### config.mk
export PLATFORM = sky130hd
export DESIGN_NAME = mem_port_arbiter
export DESIGN_NICKNAME = d
export VERILOG_FILES = /design/src/rtl/mem_port_arbiter.sv
export SDC_FILE = /design/constraint.sdc
export NUM_CORES = 1
export LEC_CHECK = 0
export BUFFER_PORTS_ARGS = -buffer_cell sky130_fd_sc_hd__buf_4
export CORE_AREA = 3 3 104 106
export CTS_BUF_LIST = sky130_fd_sc_hd__clkbuf_4 sky130_fd_sc_hd__clkbuf_8
export CTS_CLUSTER_SIZE = 40
export DETAILED_ROUTE_END_ITERATION = 7
export DIE_AREA = 0 0 107 109
export PLACE_DENSITY = 0.64
export SLEW_MARGIN = 20
export SYNTH_ARGS = -nofsm -noshare
export SYNTH_HDL_FRONTEND = slang
export SYNTH_SLANG_ARGS = --single-unit
### constraint.sdc
create_clock -name clk -period 1.29 [get_ports clk]
set_input_delay 0.258 -clock clk [delete_from_list [all_inputs] [get_ports clk]]
set_output_delay 0.258 -clock clk [all_outputs]
set_load 0.005 [all_outputs]
### src/rtl/mem_port_arbiter.sv
// Two-requester round-robin arbiter for a single 32-bit memory port (A = fetch, B = load/store).
// Optional bus timeout abort is enabled by defining ARB_TIMEOUT_EN.
module mem_port_arbiter #(
  parameter int WIDTH   = 32,
  parameter int TIMEOUT = 16
) (
  input  logic             clk,
  input  logic             rst_n,
  input  logic             req_a,
  input  logic [WIDTH-1:0] addr_a,
  input  logic [WIDTH-1:0] wdata_a,
  input  logic             we_a,
  input  logic             req_b,
  input  logic [WIDTH-1:0] addr_b,
  input  logic [WIDTH-1:0] wdata_b,
  input  logic             we_b,
  output logic             gnt_a,
  output logic             gnt_b,
  output logic             done_a,
  output logic             done_b,
  output logic [WIDTH-1:0] rdata,
  output logic             sel,
  output logic             mem_req,
  output logic [WIDTH-1:0] mem_addr,
  output logic [WIDTH-1:0] mem_wdata,
  output logic             mem_we,
  input  logic             mem_ready,
  input  logic [WIDTH-1:0] mem_rdata,
  output logic             err
);

  typedef enum logic [1:0] {IDLE, BUSY_A, BUSY_B} state_t;

  state_t state, state_nxt;
  logic   sel_nxt;
  logic   last_b, last_b_nxt;
  logic   done_a_nxt, done_b_nxt;
  logic   req_a_eff, req_b_eff;
  logic   abort;

`ifdef ARB_TIMEOUT_EN
  localparam int CW = $clog2(TIMEOUT) + 1;
  logic [CW-1:0] tcnt;

  // Every BUSY entry passes through IDLE, so clearing there restarts the count per transaction.
  always_ff @(posedge clk or negedge rst_n) begin
    if (!rst_n)              tcnt <= '0;
    else if (state == IDLE)  tcnt <= '0;
    else if (!mem_ready)     tcnt <= tcnt + 1'b1;
  end

  assign abort = (state != IDLE) && !mem_ready && (tcnt == CW'(TIMEOUT - 1));

  always_ff @(posedge clk or negedge rst_n) begin
    if (!rst_n) err <= 1'b0;
    else        err <= abort;
  end
`else
  // TIMEOUT only matters when the timer is built; the term folds to a constant 0.
  assign abort = 1'b0 & (TIMEOUT < 0);
  assign err   = 1'b0;
`endif

  // A requester keeps req high through its done cycle; that request belongs to the
  // finished transaction, so it must not win a fresh grant in that same cycle.
  assign req_a_eff = req_a & ~done_a;
  assign req_b_eff = req_b & ~done_b;

  always_comb begin
    state_nxt  = state;
    sel_nxt    = sel;
    last_b_nxt = last_b;
    done_a_nxt = 1'b0;
    done_b_nxt = 1'b0;
    case (state)
      IDLE: begin
        if (req_a_eff && (!req_b_eff || last_b)) begin
          state_nxt = BUSY_A;
          sel_nxt   = 1'b0;
        end else if (req_b_eff) begin
          state_nxt = BUSY_B;
          sel_nxt   = 1'b1;
        end
      end
      BUSY_A: begin
        if (mem_ready || abort) begin
          done_a_nxt = mem_ready;
          last_b_nxt = 1'b0;
          state_nxt  = IDLE;
        end
      end
      BUSY_B: begin
        if (mem_ready || abort) begin
          done_b_nxt = mem_ready;
          last_b_nxt = 1'b1;
          state_nxt  = IDLE;
        end
      end
      default: state_nxt = IDLE;
    endcase
  end

  always_ff @(posedge clk or negedge rst_n) begin
    if (!rst_n) begin
      state  <= IDLE;
      sel    <= 1'b0;
      last_b <= 1'b1;
      done_a <= 1'b0;
      done_b <= 1'b0;
    end else begin
      state  <= state_nxt;
      sel    <= sel_nxt;
      last_b <= last_b_nxt;
      done_a <= done_a_nxt;
      done_b <= done_b_nxt;
    end
  end

  assign gnt_a     = (state == BUSY_A);
  assign gnt_b     = (state == BUSY_B);
  assign mem_req   = (state != IDLE);
  assign mem_addr  = sel ? addr_b  : addr_a;
  assign mem_wdata = sel ? wdata_b : wdata_a;
  assign mem_we    = sel ? we_b    : we_a;
  assign rdata     = mem_rdata;

endmodule

==> flow_summary.ini <==
[synthesis]
synthesis.instances = 138
synth.yosys.seq_area_share = 0.0989
synth_fp_nets = 310
ys_async_sr_fraction = 1.00
yosys_warnings = 0
count_of_state_elements_after_synthesis = 6
netlist_area_um2 = 1530
synth_edf_count = 0
syn_area_per_cell_um2 = 11.1
synthDistinctLibCells = 22
synth-main-ff-cell = sky130_fd_sc_hd__dfrtp_1

[cells_and_area]
drive_above_1_share = 0.944
flow.area_growth_from_synthesis_pct = 122
final_cell_mix = sky130_fd_sc_hd__buf_4 (168), sky130_fd_sc_hd__buf_6 (48), sky130_fd_sc_hd__mux2_4 (41)
mostFrequentLayoutCell = sky130_fd_sc_hd__buf_4
finalNetCount = 495

[global_routing]
initial_antenna_violation_count = 2
global_route_wire_length_before_repair_um = 10800
largest_net_degree_at_the_start_of_global_routing = 27
first_global_vias = 1864
globalRouteOverflowTotal = 0
groute.usage.overall = 0.123

[timing]
min_period_ns = 1.68
clock-skew-final_ns = 0.00207
final-setup-viol-count = 73
grt_setup_unrepaired = true
final_max_slew_viol_count = 0
final_sum_of_negative_setup_slack_ns = -22.82
timing.final.ws_setup_ns = -0.386
finalHoldViolCount = 0
max_clock_freq_mhz = 597
finalCritPeriodShare = 1.30

[die]
floorplan.rows = 36
core_area_um2 = 9860
floorplan.io_pins = 271
die_w_um = 107
initial_core_util = 0.155
die_height_um = 109
floorplan.die_area_um2 = 11700

[clock_network]
cts_inserted_buffers = 3
clock_tree_from_tritoncts = built
clock-root-buffer = sky130_fd_sc_hd__clkbuf_8
htree_num_levels = 1
max-clock-path-buffers = 2
clk_pin_slew_ns = 0.04
clock_latency_ns = 0.23
clock_sink_count = 6

[hold_path]
worst_hold_startpoint = mem_ready
holdPathStages = 2
worstHoldEndpoint = done_a$_DFF_PN0_
min-delay-path-class = in2reg

[setup_path]
crit-reg2reg-capture = state[0]$_DFFE_PN0P_
reg2reg_from = state[0]$_DFFE_PN0P_
reg2reg_setup_slack_ns = -0.05
cp.required_ns = 1.03
timing_worst_setup_path_type = reg2out
cp-start-kind = flip-flop
worst-path-max-fanout = 7
worstRegToRegCells = 6
critical_path_arrival_ns = 1.42
endpoint_kind = output port

[pwr]
vdd.ir_drop.worst_v = 0.000863
static_leakage_nw = 1.76
power.density_nw_per_um2 = 1560
total_power_mw = 5.30

[placement]
placement.setup.worst_slack_ns = -0.134
io_buffers = 205
globalplace.congestion = 0.873
place_hpwl_um = 6480

[detailed_routing]
avgRoutedWirePerCell_um = 17.2
remaining_drc_errors = 0
count_of_nets_left_with_antenna_violations_after_detail_routing = 0
dr.pass1.iters = 4
viasPerCell = 3.85
drt_iter0_drc = 58
detail_route.wirelength_um = 7870
route.vias.total = 1760

[run_status]
outcome = finished, violations left
violations = setup timing

[run]
max_cap_viol_count = 0
worst max-delay path by stage:
stage | from | slack [ns] | endpoint | cells past startpoint
after floorplan | state[0]$_DFFE_PN0P_ | 0.005 | state[1]$_DFFE_PN0P_ | 5
after global placement | sel$_DFFE_PN0P_ | -0.13 | mem_addr[11] | 3
after detailed placement | sel$_DFFE_PN0P_ | -0.13 | mem_addr[11] | 3
after CTS | sel$_DFFE_PN0P_ | -0.39 | mem_addr[11] | 3
after global routing | sel$_DFFE_PN0P_ | -0.43 | mem_addr[16] | 3
final | sel$_DFFE_PN0P_ | -0.39 | mem_addr[11] | 3
through the flow:
step | instances | area [um^2] | utilization | hold WS (ns)
floorplan | 138 | 1530 | - | -0.0376
global placement | 445 | 3020 | 0.306 | 0.0716
detailed placement | 445 | 3020 | 0.306 | 0.0732
CTS | 452 | 3340 | 0.339 | 0.286
global route | 455 | 3390 | 0.344 | 0.301
finish | 457 | 3400 | 0.345 | 0.299
synthesized netlist by cell type (all sizes together), types with 2 or more instances:
| cell | count | share of area |
|---|---|---|
| mux2 | 66 | 0.58 |
| nor2 | 2 | 0.0049 |
| buf | 40 | 0.21 |
| ha | 5 | 0.041 |
| nand2b | 2 | 0.0082 |
| nand2 | 2 | 0.0049 |
| dfrtp | 5 | 0.082 |
| inv | 4 | 0.0098 |
| and2 | 2 | 0.0082 |
| a21oi | 2 | 0.0065 |
cell type report:
cell class,instances,area (um^2)
timing repair buffer,220,1870
tap,133,166
sequential,6,155
antenna,2,5.00
inverter,4,17.5
fill,991,6460
multi-input combinational,88,1130
clock buffer,4,48.8
layer usage:
metal / track usage / share of wire
met2: 0.209 / 0.50
met5: 0 / 0
met1: 0.143 / 0.38
met4: 0.0174 / 0.0038
met3: 0.0610 / 0.12
cell families (layout without fill, tap and decap cells):
logic type                 after synthesis  count (layout)  share of synthesized area
muxes                                   66              66                      0.581
buffers and inverters                   44             228                      0.215
and+or+nand+nor                         10              10                     0.0352
AOI/OAI and AO/OA                        6               6                     0.0262
DFF                                      6               6                     0.0989
adders and majority gates                5               5                     0.0409
other                                    1               3                    0.00245
repair_timing:
item / in CTS / in global routing
buffers inserted: 3 / 3
pin swaps: 5 / 4
endpoints found under the hold margin: 5 / 0
setup endpoints to repair: 72 / 72
gates resized for setup: 60 / 8
hold buffers: 1 / 0
worst max-delay path, cell delays in order (launching register included):
cell and delay [ns]:
sky130_fd_sc_hd__dfrtp_4 0.45, sky130_fd_sc_hd__buf_4 0.19, sky130_fd_sc_hd__mux2_2 0.39, sky130_fd_sc_hd__buf_4 0.15
registers in the layout, indices dropped and copies added, names as in the netlist:
register,count
state,2
done_a,1
done_b,1
last_b,1
sel,1
power by group:
group          internal [mW]  switching, mW  leakage [nW]
clock                  0.236          0.106        0.0262
sequential             0.276         0.0727        0.0740
combinational           2.99           1.62          1.66
No activity file was read; power rests on OpenSTA's default activity.
